File: src/rtl/nes_joypad_pkg.sv
// Shared constants for the NES joypad port block: button bit positions,
// shift register length and the Four Score signature bytes.
package nes_joypad_pkg;

  localparam int BTN_A      = 0;
  localparam int BTN_B      = 1;
  localparam int BTN_SELECT = 2;
  localparam int BTN_START  = 3;
  localparam int BTN_UP     = 4;
  localparam int BTN_DOWN   = 5;
  localparam int BTN_LEFT   = 6;
  localparam int BTN_RIGHT  = 7;

  localparam int SR_LEN = 24;

  localparam logic [7:0] FOURSCORE_SIG [0:3] = '{8'h08, 8'h04, 8'h00, 8'h00};

endpackage

File: src/rtl/nes_joypad_shifter.sv
// One controller port: falling-edge detect on the port read clock, parallel
// load while strobe is high, serial shift toward bit 0 otherwise.
module nes_joypad_shifter
  import nes_joypad_pkg::*;
#(
  parameter logic FILL_BIT = 1'b1
) (
  input  logic              clk,
  input  logic              reset_n,
  input  logic              strobe,
  input  logic              port_clk,
  input  logic [SR_LEN-1:0] load_val,
  output logic              data
);

  logic              port_clk_q;
  logic              fall;
  logic [SR_LEN-1:0] sr;

  assign fall = port_clk_q & ~port_clk;

  // Load has priority over a coincident falling edge.
  always_ff @(posedge clk) begin
    if (!reset_n) begin
      port_clk_q <= 1'b0;
      sr         <= '0;
    end else begin
      port_clk_q <= port_clk;
      if (strobe) begin
        sr <= load_val;
      end else if (fall) begin
        sr <= {FILL_BIT, sr[SR_LEN-1:1]};
      end
    end
  end

  assign data = sr[0];

endmodule

File: src/rtl/nes_joypad_ports.sv
// NES controller ports with turbo masking and optional Four Score
// multiplexing (enabled by defining NES_JOYPAD_FOURSCORE_EN).
module nes_joypad_ports
  import nes_joypad_pkg::*;
#(
  parameter int   NUM_PORTS = 2,
  parameter logic FILL_BIT  = 1'b1
) (
  input  logic                     clk,
  input  logic                     reset_n,
  input  logic                     strobe,
  input  logic [NUM_PORTS-1:0]     port_clk,
  input  logic [2*NUM_PORTS*8-1:0] pad_in,
  input  logic                     fourscore_en,
  input  logic [2*NUM_PORTS*2-1:0] turbo_mask,
  input  logic                     turbo_tick,
  output logic [NUM_PORTS-1:0]     port_data
);

  localparam int NUM_PADS = 2 * NUM_PORTS;

  logic                     turbo_phase;
  logic [NUM_PADS*8-1:0]    pad_eff;

  always_ff @(posedge clk) begin
    if (!reset_n) begin
      turbo_phase <= 1'b1;
    end else if (turbo_tick) begin
      turbo_phase <= ~turbo_phase;
    end
  end

  // Turbo-enabled A/B buttons read as released during the low phase.
  always_comb begin
    pad_eff = pad_in;
    if (!turbo_phase) begin
      for (int k = 0; k < NUM_PADS; k++) begin
        if (turbo_mask[2*k])   pad_eff[8*k+BTN_A] = 1'b0;
        if (turbo_mask[2*k+1]) pad_eff[8*k+BTN_B] = 1'b0;
      end
    end
  end

  for (genvar p = 0; p < NUM_PORTS; p++) begin : g_port
    logic [SR_LEN-1:0] load_val;

`ifdef NES_JOYPAD_FOURSCORE_EN
    assign load_val = fourscore_en
      ? {FOURSCORE_SIG[p], pad_eff[8*(p+NUM_PORTS) +: 8], pad_eff[8*p +: 8]}
      : {{(SR_LEN-8){FILL_BIT}}, pad_eff[8*p +: 8]};
`else
    assign load_val = {{(SR_LEN-8){FILL_BIT}}, pad_eff[8*p +: 8]};
`endif

    nes_joypad_shifter #(
      .FILL_BIT (FILL_BIT)
    ) u_shifter (
      .clk      (clk),
      .reset_n  (reset_n),
      .strobe   (strobe),
      .port_clk (port_clk[p]),
      .load_val (load_val),
      .data     (port_data[p])
    );
  end

`ifndef NES_JOYPAD_FOURSCORE_EN
  // Second-bank pads and the mode select only matter for Four Score builds.
  logic unused_fourscore;
  assign unused_fourscore = ^{fourscore_en, pad_eff[NUM_PADS*8-1:NUM_PORTS*8]};
`endif

endmodule

File: config.mk
export PLATFORM = sky130hd
export DESIGN_NAME = nes_joypad_ports
export DESIGN_NICKNAME = d
export VERILOG_FILES = /design/src/rtl/nes_joypad_pkg.sv /design/src/rtl/nes_joypad_shifter.sv /design/src/rtl/nes_joypad_ports.sv
export SDC_FILE = /design/constraint.sdc
export NUM_CORES = 1
export LEC_CHECK = 0
export CORE_MARGIN = 5
export CORE_UTILIZATION = 40
export DETAILED_ROUTE_END_ITERATION = 10
export PLACE_DENSITY = 0.67
export SKIP_LAST_GASP = 1
export SLEW_MARGIN = 20
export SYNTH_ARGS = -nofsm -noshare
export SYNTH_HDL_FRONTEND = slang
export SYNTH_SLANG_ARGS = --single-unit
export TNS_END_PERCENT = 50
File: constraint.sdc
create_clock -name clk -period 1.4 [get_ports clk]
set_clock_uncertainty 0.05 [all_clocks]
set_input_delay 0.28 -clock clk [delete_from_list [all_inputs] [get_ports clk]]
set_output_delay 0.28 -clock clk [all_outputs]
set_load 0.005 [all_outputs]
==> reports/qor.txt, run 1 <==
Status = finished, final reports clean
Initial DRT Pass Iterations = 4
Core region area = 4790 sq um
WHS Endpoint = g_port[1].u_shifter.sr[19]
Power density over the cells = 1160 nW/um^2
HP Class = reg2reg
Placed Cells = 337
Area grow syn2layout = 25.9%
Reg2reg setup slack = 310 ps
Crit path kind = in2reg
Sequential fraction of the synthesis area = 0.511
Cell area after synthesis = 2000 sq um
Ports = 49
Slew Viols, Final = 0
Clk sinks = 51
Routed WL per cell = 12.0 um
DRC viols = 0
Worst Path Max Fanout = 17
CTS Buf Count = 5
Min Clock Period, post-route = 1240 ps
Die footprint = 6510 sq um
Leading cell types in the layout, fill and taps excluded = nand2_1 (93), dfxtp_1 (49), a31oi_1 (42)
Top cell type by total area after synthesis = dfxtp_1
Skew-Pair Late Insertion Delay = 300 ps
Layout net count = 324
Layout Utilization = 0.525
Diode count = 0
Final WS setup = 155 ps
Core Rows = 25
Fin. Hold Viols = 0
Placed cell area = 2410 sq um
Most common cell after layout, fill and taps aside = nand2_1
Hold Startpoint = g_port[1].u_shifter.sr[20]
Final std cells w/o fill = 345
Slew @ Worst Pin = 284 ps
Final ANT Viol Nets = 0
Number of global-route vias before repair = 1613
Setup Fix Bufs, Post-CTS = 0
Post-DP HPWL = 2820 um
Gr ovfl total = 0
Share of the synthesized area in the top cell type = 0.511
Layout cell share with drive strength beyond 1 = 0.129
Fmax = 0.803 GHz
Clk buf depth = 2
Cts hold-fix bufs = 0
Max cap viols = 0
Vias/cell = 4.95
Initial Util = 0.417
Library cells used by synthesis = 16
Crit start category = primary input
Maximum vdd drop = 0.584 mV
Syn Inst Count = 245
Clk Tree Root Cell = clkbuf_8
Post-synthesis net count = 292
Place WS = -162 ps
Total chip power = 2.91 mW
FF-to-FF Start = g_port[0].u_shifter.port_clk_q
Crit end category = flop
Final Cell Area = 2510 sq um
GPL Wtd Cong = 0.706
#FFs+latches synth = 51
Pin count of the biggest net entering global routing = 20
Total track usage = 0.135
Routed WL = 4130 um
Syn_area_per_cell = 8.15 sq um
Critical Path AT = 1420 ps
Synth top area cells = dfxtp_1 (51%), nand2_1 (17%), a31oi_1 (13%)
CTS tree = yes
Initial DRC count = 100
Worst hold path cell count = 2
Relative max-transition margin = 0.810
Worst Reg-to-Reg Cells = 4
Via count = 1709
Final period util = 0.889
First-pass GRT wire length = 7000 um
Clock transition at path regs = 90 ps
Reg2reg end = g_port[0].u_shifter.sr[17]
Critical path data required time = 1570 ps
RSZ-0062 raised after global routing = no
YS warnings = 0
Die Height = 80.7 um
PortBufs = 27
CTS H-tree lvls = 2
Initial antenna violation count = 0
Chip Width = 80.7 um
Pleak = 0.971 nW
Final setup vio count = 0
[worst max-delay path by stage]
stage,startpoint,endpoint,slack [ps]
6_report,port_clk[0],g_port[0].u_shifter.sr[17],160
5_1_grt,port_clk[0],g_port[0].u_shifter.sr[16],70
4_1_cts,g_port[0].u_shifter.sr[0],port_data[0],-70
3_5_place_dp,port_clk[0],g_port[0].u_shifter.sr[17],-160
3_3_place_gp,port_clk[0],g_port[0].u_shifter.sr[14],-140
2_1_floorplan,port_clk[0],g_port[0].u_shifter.sr[13],400
[cells in the mapped netlist]
master,count
nand2_1,93
dfxtp_1,51
a31oi_1,42
o21ai_0,12
buf_4,8
clkbuf_1,8
a21oi_1,6
nand2b_1,6
a311oi_1,4
buf_6,4
and2_2,2
and2b_2,2
buf_2,2
inv_2,2
nor2_1,2
xnor2_1,1
[registers in the layout (all words and copies together) (netlist names)]
| name | flops |
|---|---|
| g_port.u_shifter.sr | 48 |
| g_port.u_shifter.port_clk_q | 2 |
| turbo_phase | 1 |
[routing by layer]
layer,track usage,wire length [um],vias to the layer above
met5,0,0,-
met4,0.0439,45,0
met3,0.0415,205,4
met2,0.221,1850,25
met1,0.168,2030,786
li1,-,-,894
[stage by stage]
stage / hold WS, ps / TNS [ps]
2_1_floorplan: 347 / 0
3_3_place_gp: 403 / -4590
3_5_place_dp: 409 / -4990
4_1_cts: 412 / -72.2
5_1_grt: 441 / 0
6_report: 414 / 0
[timing repair]
| action | in CTS | in global routing |
|---|---|---|
| gates resized for setup | 3 | 1 |
| setup endpoints to repair | 2 | 1 |
| cloned | 0 | 0 |
| endpoints found under the hold margin | 0 | 0 |
[worst max-delay path, stage by stage]
cell,delay [ps]
clkdlybuf4s50_1,430
and2b_2,310
buf_12,160
nand2_1,60
a31oi_1,170
[cell families after synthesis]
family                    Yosys count  share of synthesized area
xor gates and xnor gates            1                    0.00439
and+or+nand+nor                   105                      0.214
DFF                                51                      0.511
AOI/OAI and AO/OA                  64                      0.194
buffers and inverters              24                     0.0764
[final cells by class]
| cell class | count | area (sq um) |
|---|---|---|
| fillers | 486 | 2270 |
| flip-flops and latches | 51 | 1020 |
| multi-input cells | 170 | 823 |
| repair buffers | 47 | 472 |
| clock buffers | 7 | 96.3 |
| well taps | 67 | 83.8 |
| clock inverters | 1 | 7.51 |
| inverters | 2 | 7.51 |
[power breakdown]
group / total, mW / internal (mW) / switching, mW
Combinational: 0.357 / 0.194 / 0.163
Clock: 0.933 / 0.450 / 0.482
Sequential: 1.62 / 1.56 / 0.0545
Total: 2.91 / 2.21 / 0.700
No activity file was read; power rests on OpenSTA's default activity.
==> run 2, diff against run 1 <==
- CORE_ASPECT_RATIO: unset -> 1.75
- CORE_MARGIN: 5 -> 2
- SLEW_MARGIN: 20 -> unset
==> reports/qor.txt, run 2 (same netlist as run 1, synthesis figures left out) <==
Status = finished, final reports clean
RSZ-0062 raised after global routing = no
Final ANT Viol Nets = 0
Regs by FF count = g_port.u_shifter.sr x48, g_port.u_shifter.port_clk_q x2, turbo_phase x1
Combinational fraction of design power = 0.119
Fmax = 0.819 GHz
Clock transition at path regs = 90 ps
Pleak = 0.978 nW
Layout cell share with drive strength beyond 1 = 0.113
Slew @ Worst Pin = 207 ps
Skew-Pair Late Insertion Delay = 300 ps
Leading cell types in the layout, fill and taps excluded = nand2_1 (93), dfxtp_1 (50), a31oi_1 (42)
Relative max-transition margin = 0.861
Share of power burned in registers = 0.534
Critical Path AT = 1400 ps
Initial DRT Pass Iterations = 4
Max cap viols = 0
CTS H-tree lvls = 2
Initial antenna violation count = 0
Max incr delay on CP = 490 ps
Die footprint = 5600 sq um
Initial Util = 0.408
Worst Path Max Fanout = 22
Die Height = 97.5 um
Most common cell after layout, fill and taps aside = nand2_1
CTS tree = yes
CTS Buf Count = 5
Critical Path, Cell by Cell = clkdlybuf4s50_1, nand2b_1, buf_12, nand2_1, a31oi_1
HP Class = reg2reg
Crit path kind = in2reg
Crit start category = primary input
Internal = 2.34 mW
PortBufs = 27
Final setup vio count = 0
GPL Wtd Cong = 0.711
Maximum vdd drop = 0.974 mV
Vias/cell = 5.21
Gr ovfl total = 0
Total track usage = 0.156
TNS Setup = 0 ps
Chip Width = 57.4 um
Largest Register = g_port.u_shifter.sr
Via count = 1708
Slew Viols, Final = 0
Final period util = 0.872
Initial DRC count = 25
Clk pwr share = 0.348
Core Rows = 34
Hold WS = 423 ps
Critical path data required time = 1580 ps
Number of global-route vias before repair = 1618
Clk Tree Root Cell = clkbuf_8
Layout net count = 320
Core region area = 4890 sq um
Fillers = 468
DRC viols = 0
Crit-path slowest cell = clkdlybuf4s50_1
Largest register FFs = 48
Pin count of the biggest net entering global routing = 33
Clk sinks = 51
Diode count = 0
Clk buf depth = 2
Routed WL per cell = 12.1 um
P_sw = 688 uW
First-pass GRT wire length = 6920 um
Switching share of power = 0.227
Power density over the cells = 1200 nW/um^2
Ports = 49
Crit end category = flop
Fin. Hold Viols = 0
Area grow syn2layout = 26.1%
Routed WL = 3950 um
Min Clock Period, post-route = 1220 ps
Post-DP HPWL = 2720 um
==> run 2: cell count changes in the layout (fill, tap and decap cells not counted), sizes merged <==
| cell | previous run | this run |
|---|---|---|
| clkinv | 0 | 1 |
| buf | 20 | 16 |
| clkbuf | 7 | 6 |
| clkinvlp | 1 | 0 |
| bufinv | 0 | 1 |
==> run 2: cell type report <==
cell class	count	area, sq um	share of cell area
flip-flops and latches	51	1020	0.406
multi-input cells	170	823	0.327
repair buffers	43	479	0.190
clock buffers	6	82.6	0.0328
well taps	54	67.6	0.0268
clock inverters	2	35.0	0.0139
inverters	2	7.51	0.00298
==> run 2: final timing paths <==
kind	from	to	slack, ps	cells past startpoint
max	port_clk[0]	g_port[0].u_shifter.sr[19]	180	5
min	g_port[0].u_shifter.sr[4]	g_port[0].u_shifter.sr[4]	420	2
max reg2reg	g_port[0].u_shifter.port_clk_q	g_port[0].u_shifter.sr[19]	350	4
min reg2reg	g_port[0].u_shifter.sr[4]	g_port[0].u_shifter.sr[4]	420	2
==> run 2: power groups by stage <==
stage	registers [mW]	logic, mW	clock network (mW)
after floorplan	1.64	0.212	0
after global placement	1.65	0.359	0
after detailed placement	1.65	0.366	0
after CTS	1.62	0.366	1.08
after global routing	1.63	0.403	1.12
final	1.61	0.359	1.05
==> run 2: layer usage <==
layer,track usage,part of all wire
met1,0.173,0.43
met2,0.265,0.51
met3,0.0413,0.029
met4,0.0823,0.025
met5,0,0
==> run 2: repair_timing <==
action,CTS,global route
endpoints found under the hold margin,0,0
hold buffers,0,0
gates resized for setup,1,2
endpoints found under the setup margin,2,1
setup buffers,0,0
==> run 2: per-stage QoR <==
| stage | instance area (sq um) | power (mW) | setup slack, ps | util | cells |
|---|---|---|---|---|---|
| after detailed placement | 2400 | 2.01 | -143 | 0.490 | 320 |
| after global routing | 2520 | 3.16 | 70.8 | 0.515 | 328 |
| after CTS | 2510 | 3.06 | -77.5 | 0.514 | 328 |
| after global placement | 2400 | 2.00 | -116 | 0.490 | 320 |
| final | 2520 | 3.02 | 179 | 0.515 | 328 |
| after floorplan | 2000 | 1.85 | 403 | - | 245 |
==> run 2: worst max-delay path: cells and delay by family <==
| family | cells | cell delay, ps |
|---|---|---|
| buf+inv | 2 | 670 |
| simple gates | 2 | 270 |
| compound gates | 1 | 170 |
